<file path="src/rtl/select_action_eps.sv">
// Epsilon-greedy action selector for the per-node routing agent.
// Picks sink / random neighbour / next hop / self, then logs it to memory.
module select_action_eps #(
  parameter int                    WORD_WIDTH  = 16,
  parameter int                    IDX_WIDTH   = 3,
  parameter int                    EPS_WIDTH   = 8,
  parameter int                    EPSILON     = 26,
  parameter int                    NULL_ID     = 65,
  parameter logic [WORD_WIDTH-1:0] FLAG_ADDR   = 16'h0002,
  parameter logic [WORD_WIDTH-1:0] ACTION_ADDR = 16'h07FE,
  parameter logic [WORD_WIDTH-1:0] NBR_BASE    = 16'h0010
) (
  input  logic                  clock,
  input  logic                  nrst,
  input  logic                  start,
  input  logic                  explore_en,
  input  logic [WORD_WIDTH-1:0] nexthop,
  input  logic [WORD_WIDTH-1:0] nextsink,
  input  logic [WORD_WIDTH-1:0] rng_in,
  input  logic [IDX_WIDTH:0]    nbr_count,
  input  logic [WORD_WIDTH-1:0] data_in,
  output logic [WORD_WIDTH-1:0] address,
  output logic                  wr_en,
  output logic [WORD_WIDTH-1:0] data_out,
  output logic [WORD_WIDTH-1:0] action,
  output logic                  for_aggregation,
  output logic                  explored,
  output logic                  done
);

  localparam int CW = IDX_WIDTH + 1;
  localparam int PW = 2 * IDX_WIDTH + 1;
  localparam logic [CW-1:0] CNT_MAX = CW'(1 << IDX_WIDTH);
  localparam logic [WORD_WIDTH-1:0] NULL_W = WORD_WIDTH'(NULL_ID);
  localparam logic [EPS_WIDTH-1:0] EPS_W = EPS_WIDTH'(EPSILON);

  typedef enum logic [2:0] {
    S_IDLE,
    S_DECIDE,
    S_RD_NBR,
    S_WAIT_NBR,
    S_WR_FLAG,
    S_WR_ACTION,
    S_DONE
  } state_e;

  state_e state_q, state_d;

  logic [WORD_WIDTH-1:0] nexthop_q, nexthop_d;
  logic [WORD_WIDTH-1:0] nextsink_q, nextsink_d;
  logic [EPS_WIDTH-1:0]  eps_q, eps_d;
  logic [IDX_WIDTH-1:0]  ridx_q, ridx_d;
  logic                  explore_q, explore_d;
  logic [CW-1:0]         cnt_q, cnt_d;

  logic [WORD_WIDTH-1:0] address_q, address_d;
  logic                  wr_en_q, wr_en_d;
  logic [WORD_WIDTH-1:0] data_out_q, data_out_d;
  logic [WORD_WIDTH-1:0] action_q, action_d;
  logic                  agg_q, agg_d;
  logic                  explored_q, explored_d;
  logic                  done_q, done_d;

  logic [CW-1:0]         cnt_sat;
  logic [PW-1:0]         prod;
  logic [CW-1:0]         idx;
  logic [WORD_WIDTH-1:0] nbr_addr;
  logic                  explore_go;
  logic                  to_flag;

  assign cnt_sat = (nbr_count > CNT_MAX) ? CNT_MAX : nbr_count;

  // Scaling by count keeps the chosen index strictly below count.
  assign prod     = PW'(ridx_q) * PW'(cnt_q);
  assign idx      = prod[PW-1:IDX_WIDTH];
  assign nbr_addr = NBR_BASE + WORD_WIDTH'(idx);

  assign explore_go = explore_q && (eps_q < EPS_W) && (cnt_q != '0);

  always_comb begin
    state_d    = state_q;
    nexthop_d  = nexthop_q;
    nextsink_d = nextsink_q;
    eps_d      = eps_q;
    ridx_d     = ridx_q;
    explore_d  = explore_q;
    cnt_d      = cnt_q;
    address_d  = address_q;
    wr_en_d    = 1'b0;
    data_out_d = data_out_q;
    action_d   = action_q;
    agg_d      = agg_q;
    explored_d = explored_q;
    done_d     = 1'b0;
    to_flag    = 1'b0;

    unique case (state_q)
      S_IDLE: begin
        if (start) begin
          nexthop_d  = nexthop;
          nextsink_d = nextsink;
          eps_d      = rng_in[WORD_WIDTH-1 -: EPS_WIDTH];
          ridx_d     = rng_in[IDX_WIDTH-1:0];
          explore_d  = explore_en;
          cnt_d      = cnt_sat;
          state_d    = S_DECIDE;
        end
      end
      S_DECIDE: begin
        if (nextsink_q != NULL_W) begin
          action_d   = nextsink_q;
          agg_d      = 1'b0;
          explored_d = 1'b0;
          to_flag    = 1'b1;
        end else if (explore_go) begin
          address_d = nbr_addr;
          state_d   = S_RD_NBR;
        end else begin
          action_d   = (nexthop_q != NULL_W) ? nexthop_q : NULL_W;
          agg_d      = (nexthop_q == NULL_W);
          explored_d = 1'b0;
          to_flag    = 1'b1;
        end
      end
      S_RD_NBR: state_d = S_WAIT_NBR;
      S_WAIT_NBR: begin
        to_flag = 1'b1;
        if (data_in != NULL_W) begin
          action_d   = data_in;
          agg_d      = 1'b0;
          explored_d = 1'b1;
        end else begin
          action_d   = (nexthop_q != NULL_W) ? nexthop_q : NULL_W;
          agg_d      = (nexthop_q == NULL_W);
          explored_d = 1'b0;
        end
      end
      S_WR_FLAG: begin
        wr_en_d    = 1'b1;
        address_d  = ACTION_ADDR;
        data_out_d = action_q;
        state_d    = S_WR_ACTION;
      end
      S_WR_ACTION: begin
        done_d  = 1'b1;
        state_d = S_DONE;
      end
      S_DONE: state_d = S_IDLE;
      default: state_d = S_IDLE;
    endcase

    if (to_flag) begin
      wr_en_d    = 1'b1;
      address_d  = FLAG_ADDR;
      data_out_d = WORD_WIDTH'(agg_d);
      state_d    = S_WR_FLAG;
    end
  end

  always_ff @(posedge clock) begin
    if (!nrst) begin
      state_q    <= S_IDLE;
      nexthop_q  <= NULL_W;
      nextsink_q <= NULL_W;
      eps_q      <= '0;
      ridx_q     <= '0;
      explore_q  <= 1'b0;
      cnt_q      <= '0;
      address_q  <= '0;
      wr_en_q    <= 1'b0;
      data_out_q <= '0;
      action_q   <= NULL_W;
      agg_q      <= 1'b0;
      explored_q <= 1'b0;
      done_q     <= 1'b0;
    end else begin
      state_q    <= state_d;
      nexthop_q  <= nexthop_d;
      nextsink_q <= nextsink_d;
      eps_q      <= eps_d;
      ridx_q     <= ridx_d;
      explore_q  <= explore_d;
      cnt_q      <= cnt_d;
      address_q  <= address_d;
      wr_en_q    <= wr_en_d;
      data_out_q <= data_out_d;
      action_q   <= action_d;
      agg_q      <= agg_d;
      explored_q <= explored_d;
      done_q     <= done_d;
    end
  end

  assign address         = address_q;
  assign wr_en           = wr_en_q;
  assign data_out        = data_out_q;
  assign action          = action_q;
  assign for_aggregation = agg_q;
  assign explored        = explored_q;
  assign done            = done_q;

endmodule

</file>
<file path="config.mk">
export PLATFORM = sky130hd
export DESIGN_NAME = select_action_eps
export DESIGN_NICKNAME = d
export VERILOG_FILES = /design/src/rtl/select_action_eps.sv
export SDC_FILE = /design/constraint.sdc
export NUM_CORES = 1
export LEC_CHECK = 0
export ABC_AREA = 1
export BUFFER_PORTS_ARGS = -buffer_cell sky130_fd_sc_hd__clkbuf_2
export CAP_MARGIN = 10
export CELL_PAD_IN_SITES_DETAIL_PLACEMENT = 1
export CELL_PAD_IN_SITES_GLOBAL_PLACEMENT = 1
export CORE_UTILIZATION = 40
export CTS_BUF_LIST = sky130_fd_sc_hd__clkbuf_8
export CTS_CLUSTER_DIAMETER = 150
export DETAILED_ROUTE_END_ITERATION = 8
export GPL_ROUTABILITY_DRIVEN = 0
export HOLD_SLACK_MARGIN = 0.03
export PLACE_DENSITY = 0.95
export SETUP_SLACK_MARGIN = 0.15
export SLEW_MARGIN = 20
export SYNTH_ARGS = -nofsm -noshare
export SYNTH_HDL_FRONTEND = slang
export SYNTH_SLANG_ARGS = --single-unit
</file>
<file path="constraint.sdc">
create_clock -name clock -period 3.06 [get_ports clock]
set_input_delay 0.153 -clock clock [delete_from_list [all_inputs] [get_ports clock]]
set_output_delay 0.153 -clock clock [all_outputs]
set_load 0.1 [all_outputs]
</file>
Word level (Yosys, flattened, before mapping)
Cells that the tools add are included.
Widths: inputs -> output; s select.

cells by class
  $mul = 1
  mux-type cells = 31
  equality and inequality tests = 17
  add/sub/neg operators = 1
  bitwise logic cells = 2
  reduce and logical (&&, ||, !) cells = 15
  $lt $le $gt $ge = 2

operator list
  operator             number
  $mux 16              6
  $pmux 16 s2          2
  $ne 16x7->1 const B  3
  $pmux 3 s6           1
  $eq 16x7->1 const B  1
  $mux 1               13
  $mux 3               4
  $ne 3x3->1 const B   4
  $lt 8x5->1 const B   1
  $ne 2x2->1 const B   4
  $reduce_and 4->1     2
  $mul 3x4->7          1
  $add 5x4->6 const A  1
  $eq 3x2->1 const B   2
  $eq 3x3->1 const B   2
  $pmux 1 s2           3
  $reduce_and 3->1     2
  $reduce_bool 2->1    3
  $gt 4x4->1 const B   1
  $mux 4               1
  $reduce_and 2->1     2
  $reduce_bool 4->1    1
  $eq 3x1->1 const B   1
  $logic_not 3->1      1
  other kinds (5)      7

storage, ports and cells
  input port bits = 72
  word-level logic and storage cells = 86
  flip-flop bits (word level) = 103
  output and inout bits = 52

Depth between registers and ports, before layout
Gate-level depths: netlist of the first run.

  depth after elaboration = 8
  depth in mapped cells = 13
  mapped depth without buffers = 13

Worst setup path before layout of the first run
Ideal clock, no wire load.

  path type = flip-flop to flip-flop
  start point = register ridx_q[2]
  end point = register address_q[1], in the netlist address[1]
  required time = 2951 ps
  setup time = 109 ps
  path slack = 1120 ps
  cell stages (with the launch flop) = 11
  arrival = 1831 ps
  path buffers = 0
  period minus slack after synthesis = 1940 ps
  path through = dfxtp_1 > nand2_1 > fa_1 > nor2_1 > nand4_1 > inv_1 > fa_1 > xnor2_1 > nand4_1 > nand2_1 > inv_1

between the ends
  cells in the longest elaborated chain, start to end = 6

RTL lines
  what                      RTL line  source
  start: declaration        52        logic [IDX_WIDTH-1:0] ridx_q, ridx_d;
  start signal: assignment  181       ridx_q <= ridx_d;
  $mul 3x4->7               74        assign prod = PW'(ridx_q) * PW'(cnt_q);
  $add 5x4->6               76        assign nbr_addr = NBR_BASE + WORD_WIDTH'(idx);
  $mux 16                   115       end else if (explore_go) begin
  $mux 16                   110       if (nextsink_q != NULL_W) begin
  $pmux 16 s2               97        unique case (state_q)
  $mux 2                    152       if (to_flag) begin
  end signal: assignment    184       address_q <= address_d;
  end: declaration          56        logic [WORD_WIDTH-1:0] address_q, address_d;

No other way between the ends. The select of a mux whose other input is x is not followed.
A chain may end at the register's enable or synchronous reset.

Worst setup path in the final report of the first run
  start point = register cnt_q[1]
  end point = register address_q[1], in the netlist address[1]

between the ends
  cells in the longest elaborated chain, start to end = 7
  elaborated cells on any way between the ends = 15
  those cells by class = add/sub: 1; mul: 1; eq/ne: 2; mux: 7; reduce/logical: 4

RTL lines
  what                                                                 RTL line  source
  start: declaration                                                   54        logic [CW-1:0] cnt_q, cnt_d;
  start signal: assignment                                             183       cnt_q <= cnt_d;
  parallel branches: the longest is 7 deep, another holds $mul 3x4->7  -

Several ways; the timed one is not identified. The select of a mux whose other input is x is not followed.

==> results of run 1 <==
==> per-stage QoR <==
| stage | utilization (%) | hold slack [ns] | cell area (um2) |
|---|---|---|---|
| finish | 50.3 | 0.0748 | 5240 |
| floorplan | - | 0.266 | 4350 |
| CTS | 50.3 | 0.0371 | 5240 |
| detailed placement | 47.0 | 0.384 | 4890 |
| global placement | 47.0 | 0.381 | 4890 |
| global route | 50.3 | 0.0880 | 5240 |
==> cell usage after synthesis <==
cell	n	area, um2
nand2_1	129	484
dfxtp_1	92	1840
o21ai_0	80	400
nor2_1	75	282
a21oi_1	68	340
inv_1	64	240
nand3_1	20	100
clkbuf_1	16	60.1
buf_4	14	105
inv_2	9	33.8
a21oi_2	7	61.3
o211ai_1	6	45.0
buf_2	5	25.0
nand4_1	5	31.3
ha_1	4	50.1
nor2_2	4	25.0
fa_1	3	60.1
buf_6	2	22.5
nand2_2	2	12.5
nor2_4	2	22.5
nor3_1	2	10.0
a211oi_1	1	7.51
a22oi_1	1	7.51
and2_1	1	6.26
conb_1	1	3.75
inv_4	1	6.26
nand2_4	1	11.3
nor2_8	1	20.0
nor4_1	1	6.26
xnor2_1	1	8.76
==> sequential cells by signal, summed over array words and instances (netlist names), 3 cells and up <==
| name | count |
|---|---|
| data_out | 16 |
| nexthop_q | 16 |
| ridx_q | 3 |
| cnt_q | 4 |
| state_q | 3 |
| address | 6 |
| action | 16 |
| nextsink_q | 16 |
| eps_q | 7 |
==> worst register-to-register path, delay by kind of cell (launching register included) <==
family | cells | cell delay (ns)
adders and majority gates | 2 | 0.93
and+or+nand+nor | 5 | 0.51
DFF | 1 | 0.48
xor gates and xnor gates | 1 | 0.20
buffers and inverters | 2 | 0.11
==> timing repair <==
| action | CTS | global route |
|---|---|---|
| hold endpoints to repair | 12 | 0 |
| setup endpoints to repair | 0 | 0 |
| hold buffers | 12 | 0 |
==> layout make-up <==
type	count	area, um2	share of cell area (%)
well taps	136	170	3.25
multi-input cells	419	2020	38.4
flip-flops and latches	92	1840	35.1
inverters	74	280	5.34
repair buffers	127	703	13.4
clock buffers	10	138	2.62
clock inverters	6	95.1	1.81
==> final timing paths <==
| kind | start | end | slack, ns | cells after the start |
|---|---|---|---|---|
| max | cnt_q[1] | address[1] | 0.74 | 10 |
| min | nextsink[12] | nextsink_q[12] | 0.07 | 3 |
| max reg2reg | cnt_q[1] | address[1] | 0.74 | 10 |
| min reg2reg | eps_q[1] | eps_q[1] | 0.46 | 2 |
==> power by group <==
group,switching [mW],leakage (nW),internal [mW]
Combinational,2.32,1.59,0.539
Clock,0.461,0.117,0.491
Sequential,0.266,0.755,1.56
Total,3.05,2.46,2.59
==> cell families (layout without fill, tap and decap cells) <==
logic type,after synthesis,in the layout,share of synthesized area [%]
AND/OR/NAND/NOR,243,243,23.3
AO/OA/AOI/OAI,163,163,19.9
buffers and inverters,111,217,11.4
flip-flops,92,92,42.5
adder cells (fa/ha/maj),7,7,2.54
other,1,5,0.0866
XOR/XNOR,1,1,0.202
==> layout by cell type (no fill, tap or decap), types with 2 or more instances in the layout <==
cell / instances
nand2_1: 129
dlygate4sd3_1: 12
fa_1: 3
nor3_1: 2
buf_4: 3
clkinv_4: 2
inv_1: 64
ha_1: 4
conb_1: 5
clkbuf_2: 112
o21ai_0: 80
nand4_1: 5
o211ai_1: 6
nor2_1: 75
a21oi_2: 7
inv_6: 2
bufinv_16: 2
nand3_1: 19
nand2_2: 2
dfxtp_1: 92
a21oi_1: 68
nor2_2: 4
nor2_4: 2
clkbuf_8: 10
inv_2: 9
==> metal layers <==
metal  track usage [%]  vias to the layer above  part of all wire [%]
met5                 0                        -                     0
met4              10.2                        0                   2.4
met3              3.74                       27                   4.1
met2              44.2                      134                    50
met1              30.6                     2070                    44
li1                  -                     2176                     -
==> impl_metrics.json, run 1 <==
{
  "maxCapViolCount": 0,
  "grt_setup_unrepaired": "false",
  "fmax_ghz": 0.430,
  "crit_type": "flip-flop to flip-flop",
  "first_global_vias": 4624,
  "cpLargestDelayFamily": "adder cells",
  "netlist-cell-type-count": 30,
  "insertion_delay_ns": 0.37,
  "worst_setup_path_start_kind": "flip-flop",
  "yosys_warnings": 0,
  "fin_nets": 802,
  "path_buf_inv": 2,
  "setup_violations": 0,
  "grt-ovfl-total": 0,
  "ys_seq_elements": 92,
  "routed-via-count": 4407,
  "cts.clk_slew.worst_paths_ns": 0.10,
  "end_kind": "flip-flop",
  "ir_drop_v": 0.000651,
  "critPathMaxFanout": 5,
  "antenna_found_initial": 0,
  "critPathSlowestCell": "fa_1",
  "ys_seq_area_share_pct": 42.5,
  "areaGrowthSynthToFinish_pct": 21.1,
  "fillers": 1380,
  "power.density_nw_per_um2": 1070,
  "p_total_mw": 5.63,
  "syn_area_um2": 4330,
  "clockBufferDepth": 2,
  "slew_headroom_pct": 55.8,
  "cts_sinks": 92,
  "cts-root-buf": "clkbuf_8",
  "place_ws_ns": 0.891,
  "grt_pass1_wl_um": 22200,
  "skew_ns": 0.00957,
  "worst_slack_ns": 0.735,
  "cts_tree": "built",
  "worstMarginPinSlew_ns": 0.662,
  "hold_violations": 0,
  "drv_slew": 0,
  "viasPerCell": 5.10,
  "min_period_ns": 2.32,
  "drt_iter0_markers": 162,
  "grt_use_total_pct": 25.1,
  "grt_max_degree": 57,
  "dp_cells": 836,
  "pin_count": 124,
  "fp.dieH_um": 106,
  "cp_slowest_stage_delay_ns": 0.51,
  "htree_num_levels": 3,
  "dieArea_um2": 11200,
  "antenna_left": 0,
  "drive_gt1_share_pct": 21.8,
  "wl_um": 13700,
  "cts_buffers": 9,
  "dpl.hpwl_um": 9910,
  "post_cts_resized": 0,
  "leakagePower_nw": 2.46,
  "crit_arrival_ns": 2.60,
  "cp.required_ns": 3.34,
  "hold_class": "primary input to flip-flop",
  "initial_core_util_pct": 41.6,
  "core_area_um2": 10400,
  "fin_crit_sh_pct": 76.0,
  "port_buffers": 112,
  "post-cts-setup-buffers": 0,
  "wl_per_cell_um": 15.8,
  "drc_errors": 0,
  "synth_cells": 618,
  "crit_chain": "nand2_1 > fa_1 > nor2_1 > nand4_1 > inv_1 > fa_1 > xnor2_1 > nand4_1 > nand2_1 > inv_1",
  "finalNonFillerCells": 864,
  "tns_ns": 0,
  "syn_area_per_cell_um2": 7.01,
  "die_w_um": 106,
  "status": "completed",
  "fp-row-count": 37,
  "antenna_cells": 0,
  "first_pass_iters": 5
}
(Power assumes the default switching activity.)
==> inputs of run 2 (changes only) <==
--- a/config.mk
+++ b/config.mk
@@ -10,13 +10,13 @@
 export CAP_MARGIN = 10
 export CELL_PAD_IN_SITES_DETAIL_PLACEMENT = 1
 export CELL_PAD_IN_SITES_GLOBAL_PLACEMENT = 1
-export CORE_UTILIZATION = 40
+export CORE_UTILIZATION = 38
 export CTS_BUF_LIST = sky130_fd_sc_hd__clkbuf_8
 export CTS_CLUSTER_DIAMETER = 150
 export DETAILED_ROUTE_END_ITERATION = 8
 export GPL_ROUTABILITY_DRIVEN = 0
 export HOLD_SLACK_MARGIN = 0.03
-export PLACE_DENSITY = 0.95
+export PLACE_DENSITY = 0.92
 export SETUP_SLACK_MARGIN = 0.15
 export SLEW_MARGIN = 20
 export SYNTH_ARGS = -nofsm -noshare
==> constraint.sdc (replaced) <==
create_clock -name clock -period 2.4 [get_ports clock]
set_input_delay 0.12 -clock clock [delete_from_list [all_inputs] [get_ports clock]]
set_output_delay 0.12 -clock clock [all_outputs]
set_load 0.1 [all_outputs]
==> run 2 against run 1 <==
  * Die area increased by 5.2%
  * Critical path depth unchanged
  * Combinational power rose by 28%
  * Final cell count is 0.69% higher
  * Total power increased by 24%
  * First-iteration DRC count grew 16%
  * Hold slack got worse by 0.032 ns
  * Global-route usage decreased by 1.5 points
  * Sequential share of layout area is 0.20 points higher
  * Sequential power up 27%
==> impl_metrics.json, run 2 (synthesized netlist as in run 1, its figures left out) <==
{
  "cts_buffers": 9,
  "drv_slew": 0,
  "grt_setup_unrepaired": "false",
  "routed-via-count": 4381,
  "core_area_um2": 11000,
  "ff2ff_setup_slack_ns": 0.33,
  "insertion_delay_ns": 0.37,
  "fin_util_pct": 47.8,
  "setup_violations": 0,
  "maxCapViolCount": 0,
  "cts_sinks": 92,
  "fin_area_um2": 5250,
  "tns_ns": 0,
  "hold_violations": 0,
  "status": "completed",
  "crit_type": "flip-flop to flip-flop",
  "port_buffers": 112,
  "cts.clk_slew.worst_paths_ns": 0.09,
  "first_pass_iters": 4,
  "r2r_start": "ridx_q[2]",
  "layout_commonest_cell": "nand2_1",
  "dieArea_um2": 11800,
  "placed_area_um2": 4920,
  "power.density_nw_per_um2": 1330,
  "clockBufferDepth": 2,
  "viasPerCell": 5.04,
  "antenna_left": 0,
  "fin_crit_sh_pct": 86.3,
  "grt_pass1_wl_um": 21600,
  "fp-row-count": 38,
  "leakagePower_nw": 2.47,
  "drive_gt1_share_pct": 22.7,
  "dpl.hpwl_um": 10000,
  "fin_nets": 805,
  "areaGrowthSynthToFinish_pct": 21.2,
  "first_global_vias": 4527,
  "grt_max_degree": 57,
  "drc_errors": 0,
  "drt_iter0_markers": 188,
  "antenna_cells": 0,
  "min_period_ns": 2.07,
  "grt-ovfl-total": 0,
  "skew_ns": 0.0123,
  "fp.dieH_um": 109,
  "slew_headroom_pct": 62.7,
  "cp.required_ns": 2.67,
  "hp-start": "rng_in[14]",
  "fmax_ghz": 0.483,
  "cts-root-buf": "clkbuf_8",
  "wl_per_cell_um": 15.3,
  "worst_setup_path_start_kind": "flip-flop",
  "ir_drop_v": 0.000917,
  "worstMarginPinSlew_ns": 0.563,
  "initial_core_util_pct": 39.4,
  "r2r_end": "address[1]",
  "critPathMaxFanout": 5,
  "rr_worst_depth": 10,
  "pin_count": 124,
  "wl_um": 13300,
  "holdPathStages": 3,
  "die_w_um": 109,
  "crit_arrival_ns": 2.34,
  "layout_common_cells": "129 x nand2_1, 112 x clkbuf_2, 86 x dfxtp_1",
  "cts_tree": "built",
  "hold_class": "primary input to flip-flop",
  "grt_use_total_pct": 23.6,
  "htree_num_levels": 3,
  "holdPathEnd": "eps_q[6]",
  "antenna_found_initial": 0,
  "end_kind": "flip-flop"
}
==> run 2: area by class of cell <==
cell class	instances	area [um2]
Timing Repair Buffer	130	741
Clock inverter	6	57.6
Clock buffer	9	124
Fill cell	1466	5730
Multi-Input combinational cell	419	2020
Sequential cell	92	1850
Inverter	74	280
Tap cell	140	175
==> run 2: worst max-delay path by stage <==
stage / start / to / slack, ns / cells after the start
6_report: ridx_q[2] / address[1] / 0.33 / 10
5_1_grt: state_q[0] / action[10] / 0.16 / 9
4_1_cts: cnt_q[1] / address[1] / 0.20 / 10
3_5_place_dp: ridx_q[1] / address[3] / 0.19 / 10
3_3_place_gp: ridx_q[2] / address[1] / 0.35 / 10
2_1_floorplan: ridx_q[2] / address[1] / 0.46 / 10
==> run 2: layer usage <==
layer / track usage, % / vias to the layer above / share of wire [%]
li1: - / 2180 / -
met1: 29.1 / 2051 / 45
met2: 39.6 / 111 / 48
met3: 3.83 / 39 / 3.1
met4: 12.1 / 0 / 3.8
met5: 0 / - / 0
==> run 2: what timing repair did <==
item | in CTS | in global routing
endpoints found under the hold margin | 13 | 0
gates resized for setup | 0 | 10
hold buffers | 13 | 0
endpoints found under the setup margin | 0 | 4
setup buffers | 0 | 0
==> run 2: per-stage QoR <==
step	worst slack [ns]	hold WS [ns]	power, mW	cells
5_1_grt	0.156	0.0519	7.39	870
3_3_place_gp	0.352	0.341	5.82	842
4_1_cts	0.200	0.0354	6.99	870
2_1_floorplan	0.460	0.233	5.27	622
3_5_place_dp	0.187	0.349	5.96	842
6_report	0.328	0.0431	6.98	870
==> run 2: where the power goes <==
group          total [mW]  switching (mW)  internal [mW]
sequential           2.32           0.335           1.99
clock                1.01           0.541          0.469
combinational        3.65            2.93          0.718
total                6.98            3.81           3.18
==> run 2: critical path: stages (launching register included) <==
cell	delay, ns
dfxtp_4	0.38
nand2_1	0.08
fa_1	0.54
nor2_1	0.04
nand4_1	0.10
inv_1	0.08
fa_2	0.36
xnor2_1	0.15
nand4_1	0.11
nand2_1	0.09
inv_1	0.04
